===== src/rtl/jt900h_muldiv_if.sv =====
// Handshake and operand bundle between the TLCS-900H control unit and the
// sequential multiply/divide unit.
interface jt900h_muldiv_if #(
    parameter int W = 16
);
    logic           start;
    logic [1:0]     op;
    logic           hsz;
    logic [2*W-1:0] a;
    logic [W-1:0]   b;
    logic           busy;
    logic           done;
    logic [2*W-1:0] rslt;
    logic           v;
    logic           z;
    logic           n;

    modport master (
        output start, op, hsz, a, b,
        input  busy, done, rslt, v, z, n
    );

    modport slave (
        input  start, op, hsz, a, b,
        output busy, done, rslt, v, z, n
    );
endinterface


===== src/rtl/jt900h_muldiv.sv =====
// Sequential MULU/MULS/DIVU/DIVS unit: one result bit per enabled cycle,
// full (N=W) or half (N=W/2) operand size, with overflow and zero/sign flags.
module jt900h_muldiv #(
    parameter int W = 16
) (
    input  logic           clk,
    input  logic           rst_n,
    input  logic           cen,
    jt900h_muldiv_if.slave bus
);
    localparam int H  = W / 2;
    localparam int CW = $clog2(W + 1);

    typedef enum logic [1:0] {IDLE, PREP, ITER, FIX} state_t;

    state_t         state_reg, state_next;
    logic [1:0]     op_reg;
    logic           hsz_reg;
    logic [2*W-1:0] a_reg;
    logic [W-1:0]   b_reg;
    logic           sa_reg, sb_reg, err_reg;
    logic [2*W-1:0] acc_reg;    // MUL accumulator; DIV partial remainder in low W bits
    logic [2*W-1:0] sh_reg;     // MUL shifted multiplicand
    logic [W-1:0]   q_reg;      // MUL multiplier (shifts right); DIV dividend/quotient (shifts left)
    logic [W-1:0]   d_reg;
    logic [CW-1:0]  cnt_reg;
    logic [2*W-1:0] rslt_reg;
    logic           v_reg, z_reg, n_reg, done_reg;

    logic           busy, accept;
    logic           is_div, sgn;
    logic [W-1:0]   mask_n;
    logic [2*W-1:0] mask_2n, mask_mul_a;
    logic [2*W-1:0] a_op, a_msk, a_mag;
    logic [W-1:0]   b_lo, b_mag, a_hi, q_init;
    logic           a_sign, b_sign, sa, sb, div_err;
    logic [CW-1:0]  n_val;
    logic [W:0]     r_sh, d_ext, r_sub;
    logic           r_ge;
    logic [2*W-1:0] mul_acc;
    logic           neg_res, q_ovf, ovf;
    logic [2*W-1:0] prod, div_rslt, fix_rslt;
    logic [W-1:0]   quot, rem, lim;
    logic           fix_z, fix_n;

    assign busy     = (state_reg != IDLE) || done_reg;
    assign accept   = bus.start && !busy;
    assign bus.busy = busy;
    assign bus.done = done_reg;
    assign bus.rslt = rslt_reg;
    assign bus.v    = v_reg;
    assign bus.z    = z_reg;
    assign bus.n    = n_reg;

    // Operand preparation: masks, signs and magnitudes over the selected width.
    always_comb begin
        is_div     = op_reg[1];
        sgn        = op_reg[0];
        mask_n     = hsz_reg ? {{H{1'b0}}, {H{1'b1}}} : {W{1'b1}};
        mask_2n    = hsz_reg ? {{W{1'b0}}, {W{1'b1}}} : {(2*W){1'b1}};
        mask_mul_a = hsz_reg ? {{(W+H){1'b0}}, {H{1'b1}}} : {{W{1'b0}}, {W{1'b1}}};
        n_val      = hsz_reg ? CW'(H) : CW'(W);

        // The multiplicand is N bits wide, the dividend 2N bits.
        a_sign = is_div ? (hsz_reg ? a_reg[W-1] : a_reg[2*W-1])
                        : (hsz_reg ? a_reg[H-1] : a_reg[W-1]);
        b_sign = hsz_reg ? b_reg[H-1] : b_reg[W-1];
        sa     = sgn & a_sign;
        sb     = sgn & b_sign;

        a_msk  = is_div ? mask_2n : mask_mul_a;
        a_op   = a_reg & a_msk;
        a_mag  = (sa ? -a_op : a_op) & a_msk;
        b_lo   = b_reg & mask_n;
        b_mag  = (sb ? -b_lo : b_lo) & mask_n;

        a_hi    = hsz_reg ? {{H{1'b0}}, a_mag[W-1:H]} : a_mag[2*W-1:W];
        q_init  = hsz_reg ? {a_mag[H-1:0], {H{1'b0}}} : a_mag[W-1:0];
        div_err = is_div && ((b_lo == '0) || (a_hi >= b_mag));
    end

    // One iteration step for each operation class.
    always_comb begin
        r_sh    = {acc_reg[W-1:0], q_reg[W-1]};
        d_ext   = {1'b0, d_reg};
        r_ge    = (r_sh >= d_ext);
        r_sub   = r_sh - d_ext;
        mul_acc = acc_reg + (q_reg[0] ? sh_reg : {(2*W){1'b0}});
    end

    // Sign fix-up, range check and flag generation for the final cycle.
    always_comb begin
        neg_res  = sa_reg ^ sb_reg;
        prod     = (neg_res ? -acc_reg : acc_reg) & mask_2n;
        quot     = (neg_res ? -q_reg : q_reg) & mask_n;
        rem      = (sa_reg ? -acc_reg[W-1:0] : acc_reg[W-1:0]) & mask_n;
        lim      = {{(W-1){1'b0}}, 1'b1} << (n_val - CW'(1));
        // A negative quotient may reach -2^(N-1); a positive one stops at 2^(N-1)-1.
        q_ovf    = sgn && (neg_res ? (q_reg > lim) : (q_reg >= lim));
        ovf      = is_div && (err_reg || q_ovf);
        div_rslt = hsz_reg ? {{W{1'b0}}, rem[H-1:0], quot[H-1:0]} : {rem, quot};
        fix_rslt = ovf ? (a_reg & mask_2n) : (is_div ? div_rslt : prod);
        fix_z    = !ovf && (is_div ? (quot == '0) : (prod == '0));
        fix_n    = !ovf && (is_div ? (hsz_reg ? quot[H-1] : quot[W-1])
                                   : (hsz_reg ? prod[W-1] : prod[2*W-1]));
    end

    always_comb begin
        state_next = state_reg;
        case (state_reg)
            IDLE:    if (accept) state_next = PREP;
            PREP:    state_next = div_err ? FIX : ITER;
            ITER:    if (cnt_reg == CW'(1)) state_next = FIX;
            FIX:     state_next = IDLE;
            default: state_next = IDLE;
        endcase
    end

    always_ff @(posedge clk or negedge rst_n) begin
        if (!rst_n) begin
            state_reg <= IDLE;
            op_reg    <= '0;
            hsz_reg   <= 1'b0;
            a_reg     <= '0;
            b_reg     <= '0;
            sa_reg    <= 1'b0;
            sb_reg    <= 1'b0;
            err_reg   <= 1'b0;
            acc_reg   <= '0;
            sh_reg    <= '0;
            q_reg     <= '0;
            d_reg     <= '0;
            cnt_reg   <= '0;
            rslt_reg  <= '0;
            v_reg     <= 1'b0;
            z_reg     <= 1'b0;
            n_reg     <= 1'b0;
            done_reg  <= 1'b0;
        end else if (cen) begin
            state_reg <= state_next;
            done_reg  <= (state_reg == FIX);
            case (state_reg)
                IDLE: begin
                    if (accept) begin
                        op_reg  <= bus.op;
                        hsz_reg <= bus.hsz;
                        a_reg   <= bus.a;
                        b_reg   <= bus.b;
                    end
                end
                PREP: begin
                    sa_reg  <= sa;
                    sb_reg  <= sb;
                    err_reg <= div_err;
                    cnt_reg <= n_val;
                    d_reg   <= b_mag;
                    sh_reg  <= a_mag;
                    acc_reg <= is_div ? {{W{1'b0}}, a_hi} : {(2*W){1'b0}};
                    q_reg   <= is_div ? q_init : b_mag;
                end
                ITER: begin
                    cnt_reg <= cnt_reg - CW'(1);
                    if (is_div) begin
                        acc_reg <= {{W{1'b0}}, r_ge ? r_sub[W-1:0] : r_sh[W-1:0]};
                        q_reg   <= {q_reg[W-2:0], r_ge};
                    end else begin
                        acc_reg <= mul_acc;
                        sh_reg  <= {sh_reg[2*W-2:0], 1'b0};
                        q_reg   <= {1'b0, q_reg[W-1:1]};
                    end
                end
                FIX: begin
                    rslt_reg <= fix_rslt;
                    v_reg    <= ovf;
                    z_reg    <= fix_z;
                    n_reg    <= fix_n;
                end
                default: ;
            endcase
        end
    end
endmodule


===== src/flat_wrapper.sv =====
// flat-port wrapper written by rule: the top's interface ports become plain ports
module jt900h_muldiv_flat 
#(
    parameter int W = 16
)
  (clk, rst_n, cen, bus_start, bus_op, bus_hsz, bus_a, bus_b, bus_busy, bus_done, bus_rslt, bus_v, bus_z, bus_n);
  jt900h_muldiv_if #(.W(W)) bus_i ();
  input  logic clk;
  input  logic rst_n;
  input  logic cen;
  input wire logic [$bits(bus_i.start)-1:0] bus_start;
  input wire logic [$bits(bus_i.op)-1:0] bus_op;
  input wire logic [$bits(bus_i.hsz)-1:0] bus_hsz;
  input wire logic [$bits(bus_i.a)-1:0] bus_a;
  input wire logic [$bits(bus_i.b)-1:0] bus_b;
  output wire logic [$bits(bus_i.busy)-1:0] bus_busy;
  output wire logic [$bits(bus_i.done)-1:0] bus_done;
  output wire logic [$bits(bus_i.rslt)-1:0] bus_rslt;
  output wire logic [$bits(bus_i.v)-1:0] bus_v;
  output wire logic [$bits(bus_i.z)-1:0] bus_z;
  output wire logic [$bits(bus_i.n)-1:0] bus_n;
  assign bus_i.start = bus_start;
  assign bus_i.op = bus_op;
  assign bus_i.hsz = bus_hsz;
  assign bus_i.a = bus_a;
  assign bus_i.b = bus_b;
  assign bus_busy = bus_i.busy;
  assign bus_done = bus_i.done;
  assign bus_rslt = bus_i.rslt;
  assign bus_v = bus_i.v;
  assign bus_z = bus_i.z;
  assign bus_n = bus_i.n;
  jt900h_muldiv #(.W(W)) u_core (.clk(clk), .rst_n(rst_n), .cen(cen), .bus(bus_i));
endmodule

===== config.mk =====
export PLATFORM = sky130hd
export DESIGN_NAME = jt900h_muldiv_flat
export DESIGN_NICKNAME = d
export VERILOG_FILES = /design/src/rtl/jt900h_muldiv_if.sv /design/src/rtl/jt900h_muldiv.sv /design/src/flat_wrapper.sv
export SDC_FILE = /design/constraint.sdc
export NUM_CORES = 1
export LEC_CHECK = 0
export BUFFER_PORTS_ARGS = -buffer_cell sky130_fd_sc_hd__buf_2
export CAP_MARGIN = 20
export CORE_UTILIZATION = 65
export DETAILED_ROUTE_END_ITERATION = 6
export GPL_TIMING_DRIVEN = 0
export PLACE_DENSITY_LB_ADDON = 0.25
export SLEW_MARGIN = 20
export SYNTH_ARGS = -nofsm -noshare
export SYNTH_HDL_FRONTEND = slang
export SYNTH_SLANG_ARGS = --single-unit

===== constraint.sdc =====
create_clock -name clk -period 5.57 [get_ports clk]
set_input_delay 0.557 -clock clk [delete_from_list [all_inputs] [get_ports clk]]
set_output_delay 0.557 -clock clk [all_outputs]
set_load 0.02 [all_outputs]

==> flow_summary.ini <==
[detailed_routing]
detail_route.first_pass.iterations = 7
postRouteAntennaNets = 0
drc_errors = 0
num_vias = 15700
drt_iter0_drc = 2590
post_drt_wl_per_cell_microns = 27.3
vias_per_cell = 7.05
detailed_route_wire_length_mm = 60.9

[logic_synthesis]
yosys_most_used_dff = sky130_fd_sc_hd__dfrtp_1
yosys_warnings = 0
syn-cell-area_sq_um = 14900
synth_nets = 1954
synth_enable_flop_cells = 0
synth_sequential_area_ratio_pct = 32.3
async_reset_ff_share_pct = 100
synthCells = 1819
avgSynthCellArea_sq_um = 8.22
netlist-cell-type-count = 70
ys_ff_latch = 193

[critical_path]
cp_num_buf_inv = 5
cpPeakStageDelay_ns = 0.70
critical_path_peak_fanout = 10
cp.required_ns = 5.89
worstSetupEndpointType = flip-flop
timing.critical_path.from_type = flip-flop
timing.setup.critical_path_class = reg -> reg
critPathTopFamily = buffers and inverters
crit_arrival_ns = 5.86
worstPathCellList = clkbuf_1 > clkdlybuf4s15_1 > inv_2 > buf_1 > ha_1 > nor3_1 > o21ai_0 > a21oi_1 > clkbuf_1 > a211oi_1 > o21ai_0 > nand2_1
crit_path_slowest_cell = sky130_fd_sc_hd__clkdlybuf4s15_1

[cts]
path_clk_slew_ns = 0.09
clk-insertion-delay-late_ns = 0.47
cts_root_buffer = sky130_fd_sc_hd__clkbuf_16
cts_hold_buffers_added = 0
tritoncts.num_buffers = 17
clock_sink_count = 193
ctsLongestPathBuffers = 2
h-tree-depth = 4
tritoncts = yes

[grt]
antenna_found_initial = 3
via_count_of_the_first_global_routing_pass = 14500
all_layer_global_routing_usage_pct = 51.9
grt_pass1_wl_mm = 89.4
grt_max_degree = 69
grt_remaining_overflow = 0

[placed_design]
placement.io_buffers = 90
dpl.hpwl_mm = 47.5
placed_cell_area_sq_um = 15800
gp_congestion = 1.13

[die]
die_area_sq_um = 23600
die-width_microns = 154
start_util_pct = 66.2
io_pins = 92
placement_rows = 55
die-height_microns = 154
coreArea_sq_um = 22600

[final_layout]
final-seq-area_sq_um = 4830
multi_input_comb_area_sq_um = 9460
most-common-layout-cells = 218 x sky130_fd_sc_hd__nand2_1, 193 x sky130_fd_sc_hd__dfrtp_1, 183 x sky130_fd_sc_hd__o21ai_0
mostFrequentLayoutCell = sky130_fd_sc_hd__nand2_1
design.final.nets = 2066
fillerInstances = 1771
final_area_sq_um = 16500
drive_gt1_share_pct = 11.3
area_growth_pct = 10.2

[sta]
rsz0062_at_grt = false
timing.slew.headroom_pct = 29.0
maxSlewViolCount = 0
tightest_slew_ns = 1.06
post-route-min-period_ns = 5.54
max_freq_ghz = 0.180
worst_clock_skew_ns = 0.0205
hold_viol_final = 0
finalSetupViolations = 0
setup_tns_ns = 0
timing.final.crit_share_pct = 99.5

[hold_path]
min_path_type = in -> async

[run]
cap_violations = 0

[status]
run_status = finished, final reports clean
## cell families (layout without fill, tap and decap cells)
group / after synthesis / in the layout / synth area share [%]
XOR/XNOR: 141 / 141 / 8.26
adder cells (fa/ha/maj): 80 / 80 / 6.80
AND/OR/NAND/NOR: 583 / 583 / 18.0
buffers and inverters: 174 / 299 / 4.45
multiplexers: 94 / 94 / 7.26
AO/OA/AOI/OAI: 554 / 554 / 22.9
other: 0 / 1 / 0
flip-flops: 193 / 193 / 32.3
## repair_timing
item / in CTS / in global routing
endpoints found under the setup margin: 0 / 2
resized for setup: 0 / 8
buffers inserted: 0 / 0
## synth_stat cells (20+ instances only)
library cell / count / area, sq um
sky130_fd_sc_hd__clkbuf_1: 107 / 402
sky130_fd_sc_hd__ha_1: 78 / 976
sky130_fd_sc_hd__o211ai_1: 23 / 173
sky130_fd_sc_hd__a21oi_1: 142 / 711
sky130_fd_sc_hd__nor2_1: 156 / 586
sky130_fd_sc_hd__a31oi_1: 26 / 163
sky130_fd_sc_hd__inv_1: 53 / 199
sky130_fd_sc_hd__nor3_1: 36 / 180
sky130_fd_sc_hd__dfrtp_1: 193 / 4830
sky130_fd_sc_hd__mux2i_1: 23 / 230
sky130_fd_sc_hd__xnor2_1: 66 / 578
sky130_fd_sc_hd__a21o_1: 30 / 225
sky130_fd_sc_hd__o21ai_0: 183 / 916
sky130_fd_sc_hd__or3_1: 20 / 125
sky130_fd_sc_hd__mux2_2: 66 / 743
sky130_fd_sc_hd__and2_1: 47 / 294
sky130_fd_sc_hd__nand2_1: 218 / 818
sky130_fd_sc_hd__xor2_1: 75 / 657
sky130_fd_sc_hd__o31ai_1: 22 / 165
## final cells by class
cell class	count	area share, %
Clock inverter	15	1.31
Clock buffer	17	2.58
Inverter	54	1.23
Timing Repair Buffer	93	3.15
Sequential cell	193	29.3
Tap cell	285	2.16
Buffer	120	2.86
Antenna cell	1	0.0152
Multi-Input combinational cell	1452	57.4
## metrics by stage
step | setup slack [ns] | util [%] | cells | hold WS [ns]
after CTS | 0.0393 | 72.9 | 2228 | 0.0533
after global routing | 0.0395 | 73.0 | 2229 | 0.0733
after detailed placement | 0.0706 | 70.1 | 2196 | 0.469
final | 0.0293 | 73.0 | 2230 | 0.0193
after floorplan | 1.88 | - | 1819 | 0.261
after global placement | 0.126 | 69.8 | 2194 | 0.449
## worst reg2reg max path, stage by stage, from the launching register on
cell and delay [ns]:
sky130_fd_sc_hd__dfrtp_1 0.46, sky130_fd_sc_hd__clkbuf_1 0.26, sky130_fd_sc_hd__clkdlybuf4s15_1 0.70, sky130_fd_sc_hd__inv_2 0.59
sky130_fd_sc_hd__buf_1 0.65, sky130_fd_sc_hd__ha_1 0.39, sky130_fd_sc_hd__nor3_1 0.16, sky130_fd_sc_hd__o21ai_0 0.14
sky130_fd_sc_hd__a21oi_1 0.69, sky130_fd_sc_hd__clkbuf_1 0.57, sky130_fd_sc_hd__a211oi_1 0.15, sky130_fd_sc_hd__o21ai_0 0.53
sky130_fd_sc_hd__nand2_1 0.12
## path summary, 6_finish.rpt
kind | cells past startpoint | slack [ns] | startpoint | to
worst max-delay path | 12 | 0.03 | u_core.hsz_reg | u_core.bus.rslt[26]
worst max register to register | 12 | 0.03 | u_core.hsz_reg | u_core.bus.rslt[26]
max in group asynchronous | 3 | 4.47 | rst_n | u_core.a_reg[23]
worst min register to register | 2 | 0.48 | u_core.bus.n | u_core.bus.n
min in group clk | 2 | 0.31 | bus_a[26] | u_core.a_reg[26]
worst min-delay path | 1 | 0.02 | rst_n | u_core.d_reg[8]
## layer usage
metal / GRT usage [%] / vias up / wire [microns]
met5: 0 / - / 42
met4: 33.9 / 6 / 4810
met3: 20.0 / 333 / 9700
met2: 73.2 / 1380 / 24600
met1: 66.1 / 7303 / 21800
li1: - / 6706 / -
Power is not shown: default switching activity piles up to over one toggle a cycle in this logic, so the estimate is an artifact.
